===== config.mk =====
export PLATFORM = sky130hd
export DESIGN_NAME = seg7_display_driver
export DESIGN_NICKNAME = d
export VERILOG_FILES = /design/src/rtl/seg7_pkg.sv /design/src/rtl/hex_to_seg7.sv /design/src/rtl/seg7_display_driver.sv
export SDC_FILE = /design/constraint.sdc
export NUM_CORES = 1
export LEC_CHECK = 0
export ABC_AREA = 1
export CAP_MARGIN = 5
export CORE_ASPECT_RATIO = 1.75
export CORE_MARGIN = 5
export CORE_UTILIZATION = 47
export DETAILED_ROUTE_END_ITERATION = 8
export PLACE_DENSITY = 0.71
export SLEW_MARGIN = 20
export SYNTH_ARGS = -nofsm -noshare
export SYNTH_HDL_FRONTEND = slang
export SYNTH_SLANG_ARGS = --single-unit

===== constraint.sdc =====
create_clock -name clk -period 2 [get_ports clk]
set_clock_uncertainty 0.15 [all_clocks]
set_input_delay 0.3 -clock clk [delete_from_list [all_inputs] [get_ports clk]]
set_output_delay 0.3 -clock clk [all_outputs]
set_load 0.05 [all_outputs]

===== src/rtl/seg7_pkg.sv =====
// ---------------------------------------------------------------------------
// seg7_pkg
// Shared constants and types for the seven-segment display driver.
//   SEG7_NUM_DIGITS : number of multiplexed digits on the display
//   SEG7_BLANK      : segment pattern with every segment off (active-low)
//   SEG7_TABLE      : active-low {g,f,e,d,c,b,a} patterns for hex 0-F
//   seg7_t          : one digit's segment vector
// ---------------------------------------------------------------------------
package seg7_pkg;

    typedef logic [6:0] seg7_t;

    localparam int    SEG7_NUM_DIGITS = 4;
    localparam seg7_t SEG7_BLANK      = 7'h7F;

    // Index 0 is the first element. Letters render as A b C d E F.
    localparam seg7_t SEG7_TABLE [16] = '{
        7'h40, // 0
        7'h79, // 1
        7'h24, // 2
        7'h30, // 3
        7'h19, // 4
        7'h12, // 5
        7'h02, // 6
        7'h78, // 7
        7'h00, // 8
        7'h10, // 9
        7'h08, // A
        7'h03, // b
        7'h46, // C
        7'h21, // d
        7'h06, // E
        7'h0E  // F
    };

endpackage


===== src/rtl/hex_to_seg7.sv =====
// ---------------------------------------------------------------------------
// hex_to_seg7
// Combinational nibble to active-low seven-segment decoder.
// Ports:
//   nibble_i : 4-bit hex value
//   seg_o    : segments {g,f,e,d,c,b,a}, active-low
// ---------------------------------------------------------------------------
module hex_to_seg7
    import seg7_pkg::*;
(
    input  logic [3:0] nibble_i,
    output seg7_t      seg_o
);

    assign seg_o = SEG7_TABLE[nibble_i];

endmodule


===== src/rtl/seg7_display_driver.sv =====
// ---------------------------------------------------------------------------
// seg7_display_driver
// Latches a 16-bit word and time-multiplexes it as four hex digits onto a
// common-anode four-digit seven-segment display. All display outputs come
// straight from flops and are active-low.
//
// Parameter:
//   REFRESH_DIV : clk cycles each digit stays lit (>= 1)
// Ports:
//   clk        : system clock
//   rst        : synchronous, active-high reset
//   data       : word to display; digit k shows data[4k+3:4k]
//   load       : capture strobe for data into the shadow register
//   dp_en      : per-digit decimal point enable, active-high, used live
//   seg        : segments {g,f,e,d,c,b,a}, active-low
//   dp         : decimal point, active-low
//   an         : digit anodes, active-low, one-hot-low while scanning
//   digit_tick : one-cycle pulse when an first shows a new digit
//
// Build option:
//   SEG7_LEADING_ZERO_BLANK_EN : blank digits 3..1 while that nibble and all
//                                higher nibbles are zero (digit 0 always lit)
// ---------------------------------------------------------------------------
module seg7_display_driver
    import seg7_pkg::*;
#(
    parameter int REFRESH_DIV = 100000
) (
    input  logic        clk,
    input  logic        rst,
    input  logic [15:0] data,
    input  logic        load,
    input  logic [3:0]  dp_en,
    output logic [6:0]  seg,
    output logic        dp,
    output logic [3:0]  an,
    output logic        digit_tick
);

    localparam int               CNT_W    = (REFRESH_DIV > 1) ? $clog2(REFRESH_DIV) : 1;
    localparam logic [CNT_W-1:0] DIV_LAST = CNT_W'(REFRESH_DIV - 1);

    // State
    logic [15:0]                shadow_q,    shadow_d;
    logic [CNT_W-1:0]           div_cnt_q,   div_cnt_d;
    logic [1:0]                 digit_idx_q, digit_idx_d;
    logic                       adv_q,       adv_d;
    logic [SEG7_NUM_DIGITS-1:0] an_q,        an_d;
    seg7_t                      seg_q,       seg_d;
    logic                       dp_q,        dp_d;
    logic                       tick_q,      tick_d;

    logic [3:0]                 nibble;
    seg7_t                      dec_seg;
    logic [SEG7_NUM_DIGITS-1:0] blank;

    hex_to_seg7 u_dec (
        .nibble_i (nibble),
        .seg_o    (dec_seg)
    );

    // Leading-zero blank mask, derived from the shadow word so it lines up
    // with the nibble feeding the decoder in the same cycle.
    always_comb begin
        blank = '0;
`ifdef SEG7_LEADING_ZERO_BLANK_EN
        blank[3] = (shadow_q[15:12] == 4'h0);
        blank[2] = blank[3] && (shadow_q[11:8] == 4'h0);
        blank[1] = blank[2] && (shadow_q[7:4]  == 4'h0);
        blank[0] = 1'b0;
`endif
    end

    always_comb begin
        shadow_d    = load ? data : shadow_q;

        div_cnt_d   = div_cnt_q + CNT_W'(1);
        digit_idx_d = digit_idx_q;
        adv_d       = 1'b0;
        if (div_cnt_q == DIV_LAST) begin
            div_cnt_d   = '0;
            digit_idx_d = digit_idx_q + 2'd1;
            adv_d       = 1'b1;
        end

        nibble = shadow_q[{digit_idx_q, 2'b00} +: 4];
        an_d   = ~(SEG7_NUM_DIGITS'(1) << digit_idx_q);
        seg_d  = blank[digit_idx_q] ? SEG7_BLANK : dec_seg;
        dp_d   = ~dp_en[digit_idx_q];
        // digit_idx moved at the previous edge; an shows it at this edge,
        // so the tick is delayed by one cycle to coincide with it.
        tick_d = adv_q;
    end

    always_ff @(posedge clk) begin
        if (rst) begin
            shadow_q    <= '0;
            div_cnt_q   <= '0;
            digit_idx_q <= '0;
            adv_q       <= 1'b0;
            an_q        <= '1;
            seg_q       <= SEG7_BLANK;
            dp_q        <= 1'b1;
            tick_q      <= 1'b0;
        end else begin
            shadow_q    <= shadow_d;
            div_cnt_q   <= div_cnt_d;
            digit_idx_q <= digit_idx_d;
            adv_q       <= adv_d;
            an_q        <= an_d;
            seg_q       <= seg_d;
            dp_q        <= dp_d;
            tick_q      <= tick_d;
        end
    end

    assign seg        = seg_q;
    assign dp         = dp_q;
    assign an         = an_q;
    assign digit_tick = tick_q;

endmodule

Yosys cells after proc, flatten, opt, wreduce, memory -nomap -nowiden. Memory sizes are Yosys's and may differ from the RTL's. A register that Yosys moved wholly into a read port is not among the register bits. Index checks and enable logic that the tools add are counted.

$add $sub $neg: 2. Order comparisons: 1. Equal/unequal tests: 1. Shift-type cells: 2. Mux-type cells: 5. Bitwise gates (word level): 3. Reductions and logical operators: 2.

Operators by type and width (number): adder 17 x 1 -> 17 bit (second input constant) (1); equality test 17 bit (second input constant) (1); indexed part select 16 x 5 -> 4 bit (1); inverter 4 -> 5 bit (1); binary-select mux 1 bit (select 2 bit) (2); inverter 4 bit (1); OR reduction 2 bit (2); left shift 1 x 2 -> 4 bit (first input constant) (1); < comparator 2 x 3 -> 1 bit (second input constant) (1); two-way mux 1 bit (3); adder 2 x 1 -> 2 bit (second input constant) (1); inverter 1 bit (1).

Register bits after elaboration: 42. Bits in read-only memories: 112. Bits of input ports: 23. Output and inout bits: 13. Word-level logic and storage cells: 24. Memories: 1.

Memory list: (no name shown) (words 16, width 7, read ports 1, clocked after memory_dff 1, wr ports 0, line hex_to_seg7.sv:15) `assign seg_o = SEG7_TABLE[nibble_i];`.

Depth between registers and ports, before layout.
Word-level depth: 3. Gate-level depth with buffers: 11. Depth with buffers taken out: 10.

Hierarchy. A second synthesis with hierarchy kept.

Cell total of the unflattened synthesis: 326. Area, all modules: 2362.3 um^2.

Modules (own cells, without submodules): seg7_display_driver (instances 1, cells each 277, area an instance 2088.3 um^2, seq. area each 980.9 um^2); hex_to_seg7 (instances 1, cells each 49, area an instance 274.0 um^2, seq. area each 0.0 um^2).

Worst setup path before layout. No wires, ideal clock.

Path type: register -> register. Start point: register digit_idx_q[0]. End point: register seg_q[3], in the netlist seg[3]. Arrival: 1.401 ns. Required time: 1.724 ns. Path slack: 0.323 ns. Cell stages (with the launch flop): 12. Buffers on the path: 1. Cell sequence: dfxtp_1 > inv_2 > buf_6 > nand2_1 > nand3_1 > nand2_1 > inv_1 > ha_1 > nand3_1 > nand3_1 > nand2_1 > nand2_1.

Cells in the longest elaborated chain, start to end: 3. Elaborated cells between the ends (all ways): 5. Classes of those cells: shift (1); mux (2); bitwise (1); reduce/logical (1).

Ends and longest elaborated chain: start, declared (line seg7_display_driver.sv:46) `logic [1:0] digit_idx_q, digit_idx_d;`; start signal, assigned (line seg7_display_driver.sv:108) `digit_idx_q <= digit_idx_d;`; branches (longest 3 deep; another with indexed part select 16 x 5 -> 4 bit); end, declared (line seg7_display_driver.sv:49) `seg7_t seg_q, seg_d;`.

Several ways; the timed one is not identified. The select of a mux whose other input is x is not followed. A chain may end at the register's enable or synchronous reset.

Worst setup path in the final report.
Start point: register seg_q[6], in the netlist seg[6]. End point: output port seg[6].

RTL lines: end, declared (line seg7_display_driver.sv:34) `output logic [6:0] seg,`.

No word-level cell between the ends.

==> out/results.txt <==
Status: complete, no violations
Post-CTS Setup Repair Bufs: 0
Final TNS setup: 0 ns
First-pass GRT wire length: 8.321 mm
Synth Register Bits: 49
Setup CP Type: reg -> out
Register area share after synthesis: 42.26%
Global-route usage over all layers: 16.11%
Routed Antenna Nets: 0
Residual DRC: 0
Area Overhead vs Synth: 21.24%
Worst path top cell family by delay: buffers and inverters
Post-DR vias/cell: 4.973
Die height: 103.0 um
Leak: 1.179 nW
IO buf count: 35
Non-Filler Instances: 414
Drt first pass iters: 4
Clock H-tree levels: 2
Placed wire-length estimate: 3.931 mm
Worst Setup Start Kind: flip-flop
Final Hold Viols: 0
Pwr per Cell Area: 669.4 nW/um2
Largest net degree at the start of global routing: 30
CTS Sinks: 49
Initial core utilization: 47.44%
Setup violators final: 0
Full die area: 6499 um2
Synth area leader: dfxtp_1
WP data arrival: 1.44 ns
Worst-Skew Late Latency: 0.30 ns
Nets: 393
Vias in the first global route: 2016
Count of cell types in the netlist: 26
Crit. End Element: primary output
Longest Clk Path Bufs: 2
Crit path largest cell delay: 0.80 ns
Root Buffer: clkbuf_8
WL final: 4.993 mm
Post-Syn Area: 2321 um2
CORE AREA: 4892 um2
Warnings from Yosys: 0
Initial drt markers: 55
CTS buffer count: 5
Worst VDD drop: 0.4345 mV
Max-cap violations: 0
ANT cells: 0
Period utilization: 94.61%
Placed Instances: 406
Vias post-DR: 2059
Slew Limit Headroom: 66.61%
PostCTS Resize Cnt: 0
Final Hold Slack: 0.2841 ns
Post-Syn Nets: 354
HP Class: reg -> reg
Slew @ Worst Pin: 0.4993 ns
Fin crit period: 1.892 ns
Synth area leaders: dfxtp_1, nand2_1, nor2_1
Grt ovf: 0
Wire per inst: 12.06 um
Number of I/O pins: 36
Syn Area/Cell: 7.253 um2
Max Freq: 528.5 MHz
Fraction of layout cells with a size suffix above 1: 7.222%
Gpl congestion: 0.8908
Crit path max fanout: 1
RSZ-0062 raised after global routing: false
Most frequent cells in the layout: nand2_1, nor2_1, dfxtp_1, clkdlybuf4s50_1, nand3_1
Slowest-stage cell, CP: clkdlybuf4s50_1
Buf/Inv on CP: 1
Top cell type's share of synthesized area: 42.26%
DIE WIDTH: 63.12 um
Antenna violations before repair: 0
Hold bufs inserted after CTS: 0
Clk pin slew, worst setup/hold paths: 0.09 ns
Critical-path cell list: clkdlybuf4s50_1
Final Max Slew Viols: 0
Row Count: 34
Critical path required time: 1.55 ns
CTS tree: done
Mapped Cells: 320
[stage by stage]
stage | instance area, um2 | setup WS [ns] | utilization (%) | power (mW)
finish | 2814 | 0.1078 | 57.52 | 1.884
global route | 2814 | 0.06324 | 57.52 | 1.975
CTS | 2814 | 0.07156 | 57.52 | 1.908
detailed placement | 2731 | 0.2766 | 55.83 | 1.344
global placement | 2731 | 0.3185 | 55.83 | 1.340
floorplan | 2321 | 0.3234 | - | 1.230
[kinds of logic (layout without fill, tap and decap cells)]
group                    after synthesis  count (layout)  share of synthesized area [%]
AND/OR/NAND/NOR                      195             195                          36.39
flip-flops                            49              49                          42.26
buffers and inverters                 32              72                          6.361
AO/OA/AOI/OAI                         23              23                          5.284
adder cells (fa/ha/maj)               11              11                          5.930
XOR/XNOR                              10              10                          3.773
[final timing paths]
check | start | end | slack (ns) | cells past startpoint
max | seg[6] | seg[6] | 0.11 | 1
min reg2reg | adv_q | digit_tick | 0.28 | 2
min | adv_q | digit_tick | 0.28 | 2
max reg2reg | digit_idx_q[0] | seg[5] | 0.26 | 10
[routing by layer]
metal	part of all wire, %	wire length [um]	global-route usage (%)
met1	36	1783	13.66
met2	58	2893	33.44
met3	2.5	127	2.726
met4	3.8	189	9.641
met5	0	0	0
[report_power, final]
group          switching, mW  leakage (nW)  internal, mW
logic                  0.161         0.732         0.117
registers             0.0214         0.403          1.02
clock network          0.323        0.0450         0.243
total                  0.505          1.18          1.38
[cells in the mapped netlist]
cell type and n:
nand2_1 76, nor2_1 76, dfxtp_1 49, nand3_1 27, inv_1 21, o21ai_0 20
ha_1 11, xor2_1 6, xnor2_1 4, clkbuf_1 3, inv_2 3, nand2_4 3
nand3_2 3, nand4_1 3, buf_4 2, nand2_2 2, nand3b_1 2, a21oi_2 1
buf_2 1, buf_6 1, buf_8 1, nand3_4 1, nor2_2 1, nor3_1 1
o21bai_1 1, o22ai_1 1
[registers in the layout, summed over array words and instances (netlist names)]
register	flops
shadow_q	16
div_cnt_q	17
an	4
adv_q	1
seg	7
digit_tick	1
dp	1
digit_idx_q	2
[cell type report]
| cell class | count | area, um2 |
|---|---|---|
| Inverter | 24 | 90.09 |
| Clock inverter | 2 | 10.01 |
| Sequential cell | 49 | 980.9 |
| Multi-Input combinational cell | 239 | 1192 |
| Clock buffer | 6 | 72.57 |
| Tap cell | 54 | 67.56 |
| Timing Repair Buffer | 40 | 400.4 |
| Fill cell | 474 | 2078 |
(Power assumes the default switching activity.)
==> edit 1 (config.mk and constraints unchanged) <==
The option `SEG7_LEADING_ZERO_BLANK_EN` is turned on by a define.
--- a/src/rtl/seg7_display_driver.sv
+++ b/src/rtl/seg7_display_driver.sv
@@ -21,6 +21,8 @@
 //   SEG7_LEADING_ZERO_BLANK_EN : blank digits 3..1 while that nibble and all
 //                                higher nibbles are zero (digit 0 always lit)
 // ---------------------------------------------------------------------------
+`define SEG7_LEADING_ZERO_BLANK_EN
+
 module seg7_display_driver
     import seg7_pkg::*;
 #(
Check against the original RTL: same outputs for any inputs over 10 cycles, from zero or initial values and one cycle with rst high; that may be too few to reach the edited logic, so the function may still have changed.
==> edit 1 against the original RTL <==
- sequential power hardly changed
- synthesized area is 5.4% higher
- design area is 5.3% higher
- sequential cell count stayed put
- routed wire length is 3.9% higher
- setup slack better by 0.027 ns
- power is 0.87% higher
- sequential share of layout area is 1.7 points lower
- critical endpoint is now an[0]
==> edit 1: results (changes against the original RTL) <==
| Metric | Value |
|---|---|
| Vias in the first global route | `2220 (+10%)` |
| Sequential share of the synthesized area | `40.1% (-2.2 points)` |
| DR pass1 iterations | `5 (+1)` |
| Adder-cell share of the synthesized area | `5.62% (-0.31 points)` |
| Post-synth top cells | `nand2_1, nor2_1, dfxtp_1, nand3_1, o21ai_0` |
| Reg-to-reg endpoint | `seg[3]` |
| Grt met2 use | `31.2% (-2.2 points)` |
| Placed Instances | `433 (+6.7%)` |
| Pin count of the biggest net entering global routing | `17 (-43%)` |
| Reg-to-reg slack, setup | `0.29 ns (+0.03 ns)` |
| Wire per inst | `11.8 um (-2.4%)` |
| Placed Instance Area | `0.00288 mm2 (+5.3%)` |
| Final worst-path cycle share | `93.3% (-1.4 points)` |
| Layout cells sized above 1 | `9.30% (+2.1 points)` |
| Vias per cell | `5.00 (+0.53%)` |
| Area contributors post-synth | `dfxtp_1, nand2_1, nor2_1` |
| Drt initial violations | `124 (+130%)` |
| Post-Route WL | `5190 um (+3.9%)` |
| Setup crit start | `an[0]` |
| Dpl hpwl | `4090 um (+4.1%)` |
| Switching Fraction | `27.3% (+0.46 points)` |
| First-pass GRT wire length | `9340 um (+12%)` |
| Met2 wire len | `2700 um (-6.8%)` |
| Post-Syn Nets | `378 (+6.8%)` |
| Gpl congestion | `0.907 (+1.8%)` |
| Met3 wire len | `227 um (+79%)` |
| Fill cell count | `484 (+2.1%)` |
| DRT met1 WL | `2080 um (+17%)` |
| Reg-to-reg startpoint | `digit_idx_q[0]` |
| Max IR drop VDD | `0.493 mV (+13%)` |
| Hold slack | `0.264 ns (-0.0200 ns)` |
| Synth Area in XOR/XNOR | `3.22% (-0.55 points)` |
| Final net count | `420 (+6.9%)` |
| Grt met3 use | `3.83% (+1.1 points)` |
| Run status | `finished, final reports clean` |
| Met1 Use GR | `17.8% (+4.1 points)` |
| Leak | `1.23 nW (+4.0%)` |
| Post-Place Setup Slack | `0.223 ns (-0.0534 ns)` |
| Worst Setup EP | `an[0]` |
| Synth Area in Compound Gates | `5.06% (-0.22 points)` |
| Tot GR Track Use | `17.0% (+0.89 points)` |
| Max transition margin | `66.7% (+0.086 points)` |
==> edit 1: cell type report <==
cell class	instances	share of cell area [%]
tap	54	2.28
clock inverter	2	0.507
inverter	25	3.17
clock buffer	6	2.45
multi-input combinational	262	44.6
timing repair buffer	43	13.8
sequential	49	33.1
==> edit 1: worst reg2reg max path, cell delays in order (launching register included) <==
cell,delay [ns]
dfxtp_2,0.40
inv_2,0.09
nand2_1,0.06
nand3_1,0.06
nand2_1,0.18
inv_1,0.11
ha_1,0.23
nand3_1,0.13
nand2_1,0.07
nand2_1,0.05
nand3_1,0.07
==> edit 1: power groups by stage <==
stage | combinational (W) | sequential (W) | clock (W)
6_report | 0.000281 | 0.00104 | 0.000576
5_1_grt | 0.000312 | 0.00105 | 0.000652
4_1_cts | 0.000283 | 0.00104 | 0.000594
3_5_place_dp | 0.000282 | 0.00107 | 0
3_3_place_gp | 0.000281 | 0.00107 | 0
2_1_floorplan | 0.000119 | 0.00112 | 0
==> edit 2 (config.mk and constraints unchanged) <==
Without the edit above. Remove the register `an_q`: a continuous assignment takes its place, so the output `an` follows one clock earlier.
--- a/src/rtl/seg7_display_driver.sv
+++ b/src/rtl/seg7_display_driver.sv
@@ -98,7 +98,6 @@
             div_cnt_q   <= '0;
             digit_idx_q <= '0;
             adv_q       <= 1'b0;
-            an_q        <= '1;
             seg_q       <= SEG7_BLANK;
             dp_q        <= 1'b1;
             tick_q      <= 1'b0;
@@ -107,12 +106,13 @@
             div_cnt_q   <= div_cnt_d;
             digit_idx_q <= digit_idx_d;
             adv_q       <= adv_d;
-            an_q        <= an_d;
             seg_q       <= seg_d;
             dp_q        <= dp_d;
             tick_q      <= tick_d;
         end
     end
+
+    assign an_q = an_d;
 
     assign seg        = seg_q;
     assign dp         = dp_q;
Function: changed (a bounded check fails within 4 cycles, from zero or initial values and one cycle with rst high).
==> edit 2 against the original RTL <==
- clock power down 10%
- register-to-register slack worse by 0.05 ns
- critical path type unchanged
- synthesized cell count unchanged
- power down 8.0%
- routed wire length down 2.3%
- synthesized area down 2.7%
- sequential cell count down 4
- combinational power down 3%
- critical path depth unchanged
- setup slack better by 0.030 ns
- maximum frequency up 1.6%
- design area down 0.62%
==> edit 2: results (changes against the original RTL) <==
| Metric | Value |
|---|---|
| Run status | `finished, final reports clean` |
| Max IR drop VDD | `0.601 mV (+38%)` |
| Grt met2 use | `32.9% (-0.53 points)` |
| Met3 wire len | `169 um (+33%)` |
| Final net count | `397 (+1.0%)` |
| Drt initial violations | `71 (+29%)` |
| Wire per inst | `11.8 um (-2.3%)` |
| Post-Route WL | `4880 um (-2.3%)` |
| Vias per cell | `4.91 (-1.3%)` |
| Arrival time of the worst setup path | `1.41 ns (-0.03 ns)` |
| Sequential share of the synthesized area | `39.9% (-2.4 points)` |
| Synth Area in XOR/XNOR | `3.88% (+0.11 points)` |
| Met1 Use GR | `15.9% (+2.2 points)` |
| Vias in the first global route | `2015 (-0.050%)` |
| Hold slack | `0.262 ns (-0.0223 ns)` |
| Reg-to-reg startpoint | `digit_idx_q[1]` |
| CTS clk-pin slew, worst paths | `0.07 ns (-0.02 ns)` |
| R2R depth | `9 (-1)` |
| Reg-to-reg endpoint | `seg[3]` |
| Fill cell count | `456 (-3.8%)` |
| First-pass GRT wire length | `8460 um (+1.7%)` |
| Dpl hpwl | `3870 um (-1.6%)` |
| Clock network fraction of design power | `29.3% (-0.7 points)` |
| Placed Instances | `408 (+0.49%)` |
| Gpl congestion | `0.933 (+4.7%)` |
| Tot GR Track Use | `16.5% (+0.38 points)` |
| Adder-cell share of the synthesized area | `6.10% (+0.17 points)` |
| Reg-to-reg slack, setup | `0.21 ns (-0.05 ns)` |
| Met2 wire len | `2780 um (-3.8%)` |
| Grt met3 use | `3.55% (+0.83 points)` |
| Net Switching | `0.000452 W (-10%)` |
| Cell variety after synth | `23 (-12%)` |
| Layout cells sized above 1 | `8.84% (+1.6 points)` |
| Post-Place Setup Slack | `0.251 ns (-0.0255 ns)` |
| Leak | `1.19 nW (+0.89%)` |
| Post-synth top cells | `nor2_1, nand2_1, dfxtp_1, nand3_1, inv_1` |
| Worst-margin pin slew | `0.510 ns (+0.0109 ns)` |
| DRT met1 WL | `1860 um (+4.1%)` |
[edit 2: cell count changes after synthesis, moves of 2 or more]
cell     change
buf_6        +2
nand2_2      -2
dfxtp_1      -4
inv_1        +6
buf_4        -2
nand2_1      -2
[edit 2: worst max-delay path by stage]
stage	startpoint	endpoint	slack, ns	cells past startpoint
final	dp	dp	0.14	1
after global routing	digit_idx_q[1]	seg[3]	0.03	9
after floorplan	digit_idx_q[0]	seg[3]	0.31	11
after CTS	dp	dp	0.12	1
after global placement	digit_idx_q[0]	seg[3]	0.30	10
after detailed placement	digit_idx_q[0]	seg[3]	0.25	10
[edit 2: layout make-up]
class	count	area [um2]	area share, %
multi-input combinational	238	1190	42.6
sequential	45	901	32.2
timing repair buffer	43	450	16.1
inverter	30	115	4.12
clock buffer	5	68.8	2.46
tap	52	65.1	2.33
clock inverter	1	5.00	0.179
